File: src/rtl/vector_fetch_if.sv
// Byte-wide read-only memory port between the vector fetcher and the memory block.
interface vector_fetch_if #(
  parameter int ADDR_WIDTH = 16,
  parameter int DATA_WIDTH = 8
);
  logic                  mem_enable;
  logic [ADDR_WIDTH-1:0] mem_address;
  logic [DATA_WIDTH-1:0] mem_rd_data;

  modport master (output mem_enable, output mem_address, input mem_rd_data);
  modport slave  (input mem_enable, input mem_address, output mem_rd_data);
endinterface

File: src/rtl/vector_fetch.sv
// 6502 vector fetcher: reads a 16-bit little-endian vector as two byte reads.
// Optional macro VECTOR_FETCH_RSVD_ERR_EN: vec_sel=11 raises err instead of fetching IRQ.
module vector_fetch #(
  parameter int                    ADDR_WIDTH   = 16,
  parameter int                    DATA_WIDTH   = 8,
  parameter int                    RD_LATENCY   = 1,
  parameter logic [ADDR_WIDTH-1:0] RESET_VECTOR = 'hFFFC,
  parameter logic [ADDR_WIDTH-1:0] NMI_VECTOR   = 'hFFFA,
  parameter logic [ADDR_WIDTH-1:0] IRQ_VECTOR   = 'hFFFE
) (
  input  logic                    clk,
  input  logic                    reset,
  input  logic                    req,
  input  logic [1:0]              vec_sel,
  output logic                    busy,
  output logic                    done,
  output logic [2*DATA_WIDTH-1:0] vector,
  output logic                    err,
  vector_fetch_if.master          mem
);
  localparam logic [2:0] S_IDLE    = 3'd0;
  localparam logic [2:0] S_RD_LO   = 3'd1;
  localparam logic [2:0] S_WAIT_LO = 3'd2;
  localparam logic [2:0] S_RD_HI   = 3'd3;
  localparam logic [2:0] S_WAIT_HI = 3'd4;
  localparam logic [2:0] S_DONE    = 3'd5;

  localparam bit         NO_WAIT   = (RD_LATENCY == 0);
  localparam logic [2:0] WAIT_LAST = NO_WAIT ? 3'd0 : 3'(RD_LATENCY - 1);
  localparam logic [ADDR_WIDTH-1:0] ADDR_ONE = {{(ADDR_WIDTH-1){1'b0}}, 1'b1};

  logic [2:0]            state, state_nxt, wait_cnt;
  logic [ADDR_WIDTH-1:0] base, sel_addr;
  logic [DATA_WIDTH-1:0] lo_byte;
  logic                  rsvd, start, cap_lo, cap_hi;

  always_comb begin
    case (vec_sel)
      2'b00:   sel_addr = RESET_VECTOR;
      2'b01:   sel_addr = NMI_VECTOR;
      default: sel_addr = IRQ_VECTOR;  // BRK shares the IRQ vector
    endcase
  end

`ifdef VECTOR_FETCH_RSVD_ERR_EN
  assign rsvd = (vec_sel == 2'b11);
`else
  assign rsvd = 1'b0;
`endif

  assign start  = (state == S_IDLE) && req && !rsvd;
  // With zero latency the byte is captured in the RD cycle itself.
  assign cap_lo = ((state == S_RD_LO) && NO_WAIT) ||
                  ((state == S_WAIT_LO) && (wait_cnt == WAIT_LAST));
  assign cap_hi = ((state == S_RD_HI) && NO_WAIT) ||
                  ((state == S_WAIT_HI) && (wait_cnt == WAIT_LAST));

  always_comb begin
    state_nxt = state;
    case (state)
      S_IDLE:    if (start) state_nxt = S_RD_LO;
      S_RD_LO:   state_nxt = NO_WAIT ? S_RD_HI : S_WAIT_LO;
      S_WAIT_LO: if (cap_lo) state_nxt = S_RD_HI;
      S_RD_HI:   state_nxt = NO_WAIT ? S_DONE : S_WAIT_HI;
      S_WAIT_HI: if (cap_hi) state_nxt = S_DONE;
      S_DONE:    state_nxt = S_IDLE;
      default:   state_nxt = S_IDLE;
    endcase
  end

  always_ff @(posedge clk) begin
    if (reset) begin
      state           <= S_IDLE;
      wait_cnt        <= 3'd0;
      base            <= '0;
      lo_byte         <= '0;
      busy            <= 1'b0;
      done            <= 1'b0;
      err             <= 1'b0;
      vector          <= '0;
      mem.mem_enable  <= 1'b0;
      mem.mem_address <= '0;
    end else begin
      state          <= state_nxt;
      busy           <= (state_nxt != S_IDLE);
      done           <= (state_nxt == S_DONE);
      mem.mem_enable <= (state_nxt == S_RD_LO) || (state_nxt == S_RD_HI);

      if (((state == S_WAIT_LO) && !cap_lo) || ((state == S_WAIT_HI) && !cap_hi))
        wait_cnt <= wait_cnt + 3'd1;
      else
        wait_cnt <= 3'd0;

      if (start) begin
        base            <= sel_addr;
        mem.mem_address <= sel_addr;
      end
      // Address wraps modulo 2^ADDR_WIDTH for the high byte.
      if (cap_lo) begin
        lo_byte         <= mem.mem_rd_data;
        mem.mem_address <= base + ADDR_ONE;
      end
      if (cap_hi)
        vector <= {mem.mem_rd_data, lo_byte};

`ifdef VECTOR_FETCH_RSVD_ERR_EN
      err <= (state == S_IDLE) && req && rsvd;
`else
      err <= 1'b0;
`endif
    end
  end
endmodule

File: src/flat_wrapper.sv
// flat-port wrapper written by rule: the top's interface ports become plain ports
module vector_fetch_flat 
#(
  parameter int                    ADDR_WIDTH   = 16,
  parameter int                    DATA_WIDTH   = 8,
  parameter int                    RD_LATENCY   = 1,
  parameter logic [ADDR_WIDTH-1:0] RESET_VECTOR = 'hFFFC,
  parameter logic [ADDR_WIDTH-1:0] NMI_VECTOR   = 'hFFFA,
  parameter logic [ADDR_WIDTH-1:0] IRQ_VECTOR   = 'hFFFE
)
  (clk, reset, req, vec_sel, busy, done, vector, err, mem_mem_enable, mem_mem_address, mem_mem_rd_data);
  vector_fetch_if #(.ADDR_WIDTH(ADDR_WIDTH), .DATA_WIDTH(DATA_WIDTH)) mem_i ();
  input  logic clk;
  input  logic reset;
  input  logic req;
  input  logic [1:0] vec_sel;
  output logic busy;
  output logic done;
  output logic [2*DATA_WIDTH-1:0] vector;
  output logic err;
  output wire logic [$bits(mem_i.mem_enable)-1:0] mem_mem_enable;
  output wire logic [$bits(mem_i.mem_address)-1:0] mem_mem_address;
  input wire logic [$bits(mem_i.mem_rd_data)-1:0] mem_mem_rd_data;
  assign mem_mem_enable = mem_i.mem_enable;
  assign mem_mem_address = mem_i.mem_address;
  assign mem_i.mem_rd_data = mem_mem_rd_data;
  vector_fetch #(.ADDR_WIDTH(ADDR_WIDTH), .DATA_WIDTH(DATA_WIDTH), .RD_LATENCY(RD_LATENCY), .RESET_VECTOR(RESET_VECTOR), .NMI_VECTOR(NMI_VECTOR), .IRQ_VECTOR(IRQ_VECTOR)) u_core (.clk(clk), .reset(reset), .req(req), .vec_sel(vec_sel), .busy(busy), .done(done), .vector(vector), .err(err), .mem(mem_i));
endmodule
File: config.mk
export PLATFORM = sky130hd
export DESIGN_NAME = vector_fetch_flat
export DESIGN_NICKNAME = d
export VERILOG_FILES = /design/src/rtl/vector_fetch_if.sv /design/src/rtl/vector_fetch.sv /design/src/flat_wrapper.sv
export SDC_FILE = /design/constraint.sdc
export NUM_CORES = 1
export LEC_CHECK = 0
export ABC_AREA = 0
export ABC_CLOCK_PERIOD_IN_PS = 3900
export BUFFER_PORTS_ARGS = -buffer_cell sky130_fd_sc_hd__clkbuf_2
export CORE_MARGIN = 10
export CORE_UTILIZATION = 50
export CTS_BUF_LIST = sky130_fd_sc_hd__clkbuf_16
export DETAILED_ROUTE_END_ITERATION = 7
export GPL_ROUTABILITY_DRIVEN = 0
export PLACE_DENSITY = 0.88
export SLEW_MARGIN = 25
export SYNTH_ARGS = -nofsm -noshare
export SYNTH_HDL_FRONTEND = slang
export SYNTH_SLANG_ARGS = --single-unit
File: constraint.sdc
create_clock -name clk -period 3.9 [get_ports clk]
set_input_delay 0.195 -clock clk [delete_from_list [all_inputs] [get_ports clk]]
set_output_delay 0.195 -clock clk [all_outputs]
set_load 0.01 [all_outputs]
==> impl_metrics.json, run 1 <==
{
  "outcome": "completed",
  "core_area_um2": 3340,
  "via_per_inst": 5.48,
  "slew_viol_final": 0,
  "fin_nets": 237,
  "place_hpwl_um": 2760,
  "seq_area_um2": 801,
  "area_delta_synth_final_pct": 17.9,
  "drt_wl_total_um": 4010,
  "num_antenna_cells": 0,
  "post-place-ws_ns": 2.00,
  "ant_nets": 0,
  "synth_edf_count": 0,
  "fp.dieH_um": 79.0,
  "core.rowCount": 21,
  "cts_sinks": 40,
  "nFillCells": 294,
  "setup_slack_ns": 2.20,
  "tightest_slew_ns": 0.731,
  "cts_max_level": 2,
  "fin_worst_skew_ns": 0.00605,
  "track_usage_pct": 12.8,
  "critPathKind": "flop to flop",
  "drive_above_1_share_pct": 28.3,
  "synth_warnings": 0,
  "io_pins": 49,
  "min_path_cells": 3,
  "drtIter0Drc": 119,
  "min_period_over_period_pct": 43.6,
  "setup_viol": 0,
  "fmax_mhz": 588,
  "die_w_um": 79.0,
  "finalHoldViolCount": 0,
  "multi_input_area_um2": 724,
  "slew_headroom_pct": 51.1,
  "vias": 1475,
  "root_buffer": "clkbuf_16",
  "hold_path_class": "input port to flop",
  "cts_buffers": 5,
  "place.port_buffers": 47,
  "post_cts_buffers": 0,
  "final_cell_mix": "clkbuf_2, dfxtp_1, a21oi_1, nand3_1, o21ai_0",
  "grt_pass1_vias": 1439,
  "rsz0062_at_grt": "false",
  "cts_tree": "done",
  "critPathArrivalTime_ns": 1.83,
  "power.leakage_nw": 0.816,
  "synth_seq_area_share_pct": 46.1,
  "grt.overflow.total": 0,
  "dpl_cell_area_um2": 1830,
  "reg2regPathDepth": 3,
  "end_kind": "flop",
  "crit_fanout": 17,
  "min_period_ns": 1.70,
  "initial_utilization_pct": 52.1,
  "power_density_nw_per_um2": 642,
  "finalSetupTns_ns": 0,
  "hold_slack_ns": 0.158,
  "cts_resized": 0,
  "ys_types": 34,
  "async_reset_ff_share_pct": 0,
  "required_ns": 4.03,
  "die-area_um2": 6230,
  "syn_area_per_cell_um2": 8.82,
  "syn_area_um2": 1740,
  "synth-seq-cells": 40,
  "antenna_found_initial": 0,
  "clkLatencyLatePin_ns": 0.28,
  "stdcell_count": 269,
  "syn-num-nets": 212,
  "drc": 0,
  "dp_cells": 261,
  "crit_path_start_kind": "flop",
  "syn_inst": 197,
  "grt_max_degree": 39,
  "max_cap_violations": 0,
  "first_pass_iters": 4,
  "stdcell_area_um2": 2050,
  "grt_pass1_wl_um": 6500,
  "layout_commonest_cell": "clkbuf_2",
  "wl_per_cell_um": 14.9,
  "synth_flop_cell": "dfxtp_1",
  "ir_drop_v": 0.000446,
  "clk_path_buf_depth": 2,
  "clk_pin_slew_worst_paths_ns": 0.06,
  "cts_hold_buf": 0
}
final timing paths:
path,slack [ns],end,from
worst max register to register,2.20,u_core.vector[10]$_SDFFE_PP0P_,u_core.state[2]$_SDFF_PP0_
worst min-delay path,0.16,u_core.lo_byte[3]$_SDFFE_PP0P_,mem_mem_rd_data[3]
worst max-delay path,2.20,u_core.vector[10]$_SDFFE_PP0P_,u_core.state[2]$_SDFF_PP0_
worst min register to register,0.46,u_core.mem.mem_address[0]$_SDFFE_PP0P_,u_core.mem.mem_address[0]$_SDFFE_PP0P_
final cells by class:
cell class | count | share of cell area [%]
clock buffer | 5 | 6.11
clock inverter | 3 | 4.40
inverter | 4 | 0.733
multi-input combinational | 124 | 35.4
sequential | 40 | 39.1
tap | 46 | 2.81
timing repair buffer | 47 | 11.5
registers in the layout, summed over array words and instances (netlist names):
| register | flops |
|---|---|
| u_core.mem.mem_enable | 1 |
| u_core.base | 3 |
| u_core.lo_byte | 8 |
| u_core.mem.mem_address | 4 |
| u_core.state | 3 |
| u_core.done | 1 |
| u_core.wait_cnt | 3 |
| u_core.busy | 1 |
| u_core.vector | 16 |
per-stage QoR:
stage / total power, mW / utilization [%]
2_1_floorplan: 0.710 / -
5_1_grt: 1.37 / 61.4
3_3_place_gp: 0.728 / 54.9
4_1_cts: 1.32 / 61.3
6_report: 1.31 / 61.4
3_5_place_dp: 0.733 / 54.9
critical path, cell delays in order (launching register included):
cell and delay (ns):
dfxtp_1 0.57, or3b_1 0.62, o21ai_0 0.26, a21oi_1 0.09
metal layers:
layer	vias to the layer above	global-route usage, %	share of wire [%]
met4	0	5.73	1.3
met2	47	21.2	49
met5	-	0	0
met3	4	6.53	9.2
li1	727	-	-
met1	697	13.2	41
cell families (layout without fill, tap and decap cells):
| group | count (synthesis) | count (layout) | synth area share (%) |
|---|---|---|---|
| flops | 40 | 40 | 46.1 |
| simple gates | 58 | 58 | 20.1 |
| compound gates | 60 | 60 | 18.3 |
| xor+xnor | 3 | 3 | 1.51 |
| buf+inv | 33 | 59 | 12.4 |
| other cells | 1 | 1 | 0.216 |
| fa+ha+maj | 2 | 2 | 1.44 |
power by group:
group / internal (mW) / total (mW) / switching, mW
logic: 0.0916 / 0.228 / 0.136
registers: 0.450 / 0.497 / 0.0466
clock network: 0.431 / 0.589 / 0.158
cells in the mapped netlist (3+ instances only):
cell type	n	area (um2)
buf_4	14	105
nor2_1	10	37.5
a21oi_1	30	150
nand3_1	25	125
buf_2	3	15.0
nor3_1	6	30.0
dfxtp_1	40	801
o21ai_0	24	120
xnor2_1	3	26.3
clkbuf_1	8	30.0
inv_1	4	15.0
Power figures use the tool's default switching activity.
==> run 2, diff against run 1 <==
ABC_CLOCK_PERIOD_IN_PS = 1500   (was 3900)
CORE_UTILIZATION = 46   (was 50)
PLACE_DENSITY = 0.86   (was 0.88)
clock period = 1.5 ns   (was 3.9 ns; I/O delays follow)
==> run 2 against run 1 <==
  * Combinational power increased to 3.3 times the previous value
  * Design area increased by 3.2%
  * Critical path type unchanged
  * Critical path depth increased by 1
  * Core utilization decreased by 3.7 points
  * Setup slack got worse by 2.1 ns
  * Routed wire length increased by 10%
  * Sequential share of layout area decreased by 1.2 points
  * Sequential power increased to 2.5 times the previous value
==> impl_metrics.json, run 2 (same netlist as run 1, synthesis figures left out) <==
{
  "outcome": "completed",
  "finalSetupTns_ns": 0,
  "place_hpwl_um": 3180,
  "post_cts_buffers": 0,
  "stdcell_area_um2": 2110,
  "via_per_inst": 5.43,
  "critPathArrivalTime_ns": 1.59,
  "crit_fanout": 8,
  "antenna_found_initial": 0,
  "initial_utilization_pct": 47.5,
  "ant_nets": 0,
  "fin_worst_skew_ns": 0.00510,
  "area_delta_synth_final_pct": 21.6,
  "grt_pass1_vias": 1511,
  "finalHoldViolCount": 0,
  "reg.largest.list": "u_core.vector (16), u_core.lo_byte (8), u_core.mem.mem_address (4)",
  "first_pass_iters": 4,
  "end_kind": "flop",
  "setup_slack_ns": 0.0829,
  "die-area_um2": 6640,
  "min_path_cells": 3,
  "critPathKind": "flop to flop",
  "vias": 1569,
  "p_int_mw": 2.09,
  "nFillCells": 308,
  "core.rowCount": 22,
  "rrSetupSlack_ns": 0.08,
  "min_period_over_period_pct": 94.5,
  "comb_power_share_pct": 24.7,
  "core_area_um2": 3660,
  "clkLatencyLatePin_ns": 0.28,
  "grt.overflow.total": 0,
  "slew_viol_final": 0,
  "cts_buffers": 5,
  "cts_hold_buf": 0,
  "reg2regPathDepth": 4,
  "die_w_um": 81.5,
  "holdPathEnd": "u_core.lo_byte[6]$_SDFFE_PP0P_",
  "clockPowerShare_pct": 33.6,
  "power.switching_uw": 913,
  "num_antenna_cells": 0,
  "cts_resized": 0,
  "root_buffer": "clkbuf_16",
  "drive_above_1_share_pct": 33.6,
  "grt_pass1_wl_um": 6990,
  "clk_path_buf_depth": 2,
  "place.port_buffers": 47,
  "drtIter0Drc": 121,
  "power.leakage_nw": 0.872,
  "track_usage_pct": 13.6,
  "largest_reg_flops": 16,
  "r2r_start": "u_core.state[2]$_SDFF_PP0_",
  "fmax_mhz": 706,
  "clk_pin_slew_worst_paths_ns": 0.06,
  "min_period_ns": 1.42,
  "power_density_nw_per_um2": 1420,
  "p_sw_share_pct": 30.4,
  "cts_max_level": 2,
  "grt_max_degree": 22,
  "rsz0062_at_grt": "false",
  "crit_path_start_kind": "flop",
  "ir_drop_v": 0.000754,
  "sequentialPowerShare_pct": 41.7,
  "cts_sinks": 40,
  "hold_path_class": "input port to flop",
  "fin_nets": 255,
  "min_from": "mem_mem_rd_data[6]",
  "setup_viol": 0,
  "drc": 0,
  "crit-reg2reg-capture": "u_core.vector[15]$_SDFFE_PP0P_",
  "registers.top_by_ff_count": "u_core.vector",
  "final_cell_mix": "clkbuf_2, dfxtp_1, a21oi_1, nand3_1, o21ai_0",
  "required_ns": 1.67,
  "dpl_cell_area_um2": 1970,
  "drt_wl_total_um": 4420,
  "max_cap_violations": 0,
  "wl_per_cell_um": 15.3,
  "layout_commonest_cell": "clkbuf_2",
  "cts_tree": "done",
  "fp.dieH_um": 81.5,
  "post-place-ws_ns": 0.0648,
  "io_pins": 49
}
==> run 2: worst max-delay path, cell delays in order (launching register included) <==
cell and delay [ns]:
dfxtp_1 0.36, or3b_1 0.43, buf_4 0.19, o21ai_0 0.21, a21oi_1 0.10
==> run 2: worst max path at each step <==
stage | startpoint | endpoint | slack (ns) | depth (start not counted)
final | u_core.state[2]$_SDFF_PP0_ | u_core.vector[15]$_SDFFE_PP0P_ | 0.08 | 4
after global routing | u_core.wait_cnt[0]$_SDFF_PP0_ | u_core.wait_cnt[2]$_SDFF_PP0_ | 0.008 | 5
after floorplan | u_core.wait_cnt[0]$_SDFF_PP0_ | u_core.wait_cnt[2]$_SDFF_PP0_ | 0.0009 | 6
after global placement | u_core.wait_cnt[0]$_SDFF_PP0_ | u_core.wait_cnt[2]$_SDFF_PP0_ | 0.10 | 5
after detailed placement | u_core.wait_cnt[0]$_SDFF_PP0_ | u_core.wait_cnt[2]$_SDFF_PP0_ | 0.06 | 5
after CTS | u_core.wait_cnt[0]$_SDFF_PP0_ | u_core.wait_cnt[2]$_SDFF_PP0_ | 0.05 | 5
==> run 2: per-layer routing <==
metal / vias up / part of all wire [%] / GRT usage [%]
met2: 76 / 49 / 21.9
met5: - / 0 / 0
li1: 756 / - / -
met4: 0 / 3.3 / 8.48
met1: 724 / 37 / 14.8
met3: 13 / 10 / 5.46
==> run 2: area by class of cell <==
cell class | count | area (um2) | share of cell area, %
repair buffers | 65 | 370 | 17.5
clock buffers | 5 | 125 | 5.92
clock inverters | 3 | 13.8 | 0.651
inverters | 4 | 15.0 | 0.710
flip-flops and latches | 40 | 801 | 37.9
multi-input cells | 124 | 728 | 34.5
well taps | 48 | 60.1 | 2.84
==> run 2: stage by stage <==
step	util, %	power, mW	instances	hold WS [ns]
after floorplan	-	1.85	197	0.223
after global placement	53.9	1.99	281	0.335
after detailed placement	53.9	2.01	281	0.342
after CTS	57.7	3.01	289	0.0406
after global routing	57.7	3.15	289	0.0546
final	57.7	3.00	289	0.0538
==> run 2: power groups by stage <==
| stage | combinational, mW | clock, mW | sequential (mW) |
|---|---|---|---|
| 3_3_place_gp | 0.723 | 0 | 1.27 |
| 3_5_place_dp | 0.734 | 0 | 1.27 |
| 4_1_cts | 0.738 | 1.03 | 1.25 |
| 6_report | 0.741 | 1.01 | 1.25 |
| 5_1_grt | 0.806 | 1.08 | 1.27 |
| 2_1_floorplan | 0.572 | 0 | 1.27 |
==> run 3, diff against run 2 <==
PLACE_DENSITY = 0.78   (was 0.86)
==> run 3 against run 2 <==
  * Clock power is essentially flat
  * Cell count shrank 1.7%
  * First-iteration DRC count grew 19%
  * Worst hold slack lost 0.015 ns
  * Count of clock-buffer cells in the layout is the same
  * Routed wire length shrank 11%
  * Global-route usage shrank 1.1 points
  * Flip-flop and latch count is the same
  * Combinational power shrank 5.7%
  * Die area is the same
  * Largest power group unchanged
==> impl_metrics.json, run 3 (same netlist as run 1, synthesis figures left out) <==
{
  "critPathTopFamily": "flip-flops",
  "critPathArrivalTime_ns": 1.63,
  "clk_pin_slew_worst_paths_ns": 0.06,
  "critPathMaxStageDelay_ns": 0.39,
  "registers.top_by_ff_count": "u_core.vector",
  "track_usage_pct": 12.6,
  "grt_max_degree": 23,
  "power.leakage_nw": 0.846,
  "fmax_mhz": 696,
  "cts_max_level": 2,
  "fin_nets": 251,
  "area_delta_synth_final_pct": 20.0,
  "first_pass_iters": 4,
  "largest_reg_flops": 16,
  "reg.largest.list": "u_core.vector (16), u_core.lo_byte (8), u_core.mem.mem_address (4)",
  "power_density_nw_per_um2": 1420,
  "io_pins": 49,
  "drive_above_1_share_pct": 33.5,
  "die-area_um2": 6640,
  "place.port_buffers": 47,
  "core_area_um2": 3660,
  "core.rowCount": 22,
  "cp_common_cell": "buf_4",
  "stdcell_area_um2": 2090,
  "slew_viol_final": 0,
  "cts_hold_buf": 0,
  "fin_worst_skew_ns": 0.00265,
  "critPathKind": "flop to flop",
  "clkLatencyLatePin_ns": 0.28,
  "end_kind": "flop",
  "max_cap_violations": 0,
  "cts_tree": "done",
  "clk_path_buf_depth": 2,
  "path_cells": "buf_4, nor4b_4, buf_4, nor2_1, o32ai_1",
  "fp.dieH_um": 81.5,
  "drt_wl_total_um": 3960,
  "finalHoldViolCount": 0,
  "num_antenna_cells": 0,
  "crit_path_start_kind": "flop",
  "cts_buffers": 5,
  "antenna_found_initial": 0,
  "ant_nets": 0,
  "outcome": "completed",
  "ir_drop_v": 0.00114,
  "grt_pass1_wl_um": 6630,
  "wl_per_cell_um": 13.9,
  "cts_sinks": 40,
  "hold_path_class": "input port to flop",
  "vias": 1481,
  "grt.overflow.total": 0,
  "final_cell_mix": "clkbuf_2, dfxtp_1, a21oi_1, nand3_1, o21ai_0",
  "layout_commonest_cell": "clkbuf_2",
  "min_period_ns": 1.44,
  "required_ns": 1.69,
  "min_period_over_period_pct": 95.8,
  "slowest_stage": "dfxtp_1",
  "initial_utilization_pct": 47.5,
  "drtIter0Drc": 144,
  "root_buffer": "clkbuf_16",
  "crit_buf_inv": 2,
  "drc": 0,
  "crit_fanout": 8,
  "dpl_cell_area_um2": 1930,
  "finish.utilization_pct": 57.0,
  "die_w_um": 81.5,
  "via_per_inst": 5.21,
  "place_hpwl_um": 2890,
  "setup_viol": 0,
  "grt_pass1_vias": 1458
}
run 3: changes by cell type in the layout (fill, tap and decap cells not counted), sizes merged:
cell / previous run / this run
clkinvlp: 0 / 1
clkinv: 3 / 1
buf: 18 / 14
run 3: what timing repair did:
item | in CTS | in global routing
buffers inserted | 0 | 1
gates resized for setup | 0 | 3
setup endpoints to repair | 0 | 10
run 3: per-stage QoR:
step	total power [mW]	setup TNS [ns]	std cells	setup slack, ns	hold WS (ns)
2_1_floorplan	1.85	0	197	0.000904	0.223
3_3_place_gp	1.96	0	276	0.0981	0.339
3_5_place_dp	1.97	0	276	0.0588	0.332
4_1_cts	2.96	0	283	0.0270	0.0370
5_1_grt	3.12	-0.0173	284	-0.0104	0.0521
6_report	2.96	0	284	0.0628	0.0385
run 3: routing by layer:
metal	track usage [%]	wire length (um)
met1	14.2	1670
met2	19.9	1830
met3	5.13	387
met4	6.75	75
met5	0	0
run 3: cell type report:
class	instances	area, um2
Clock buffer	5	125
Clock inverter	2	12.5
Fill cell	340	1580
Inverter	4	15.0
Multi-Input combinational cell	124	731
Sequential cell	40	802
Tap cell	48	60.1
Timing Repair Buffer	61	340
run 3: worst paths after layout:
path,start,endpoint,slack [ns],cells after the start
max,u_core.state[1]$_SDFF_PP0_,u_core.mem.mem_address[2]$_SDFFE_PP0P_,0.06,5
min,mem_mem_rd_data[6],u_core.vector[14]$_SDFFE_PP0P_,0.04,3
max reg2reg,u_core.state[1]$_SDFF_PP0_,u_core.mem.mem_address[2]$_SDFFE_PP0P_,0.06,5
min reg2reg,u_core.wait_cnt[0]$_SDFF_PP0_,u_core.wait_cnt[0]$_SDFF_PP0_,0.42,1
run 3: power breakdown:
| group | internal (mW) | switching [mW] | total [mW] |
|---|---|---|---|
| Clock | 0.602 | 0.398 | 1.00 |
| Combinational | 0.304 | 0.395 | 0.699 |
| Sequential | 1.17 | 0.0851 | 1.26 |
| Total | 2.08 | 0.879 | 2.96 |
run 3: worst reg2reg max path: stages, from the launching register on:
cell and delay (ns):
dfxtp_1 0.39, buf_4 0.20, nor4b_4 0.29, buf_4 0.19, nor2_1 0.05, o32ai_1 0.23
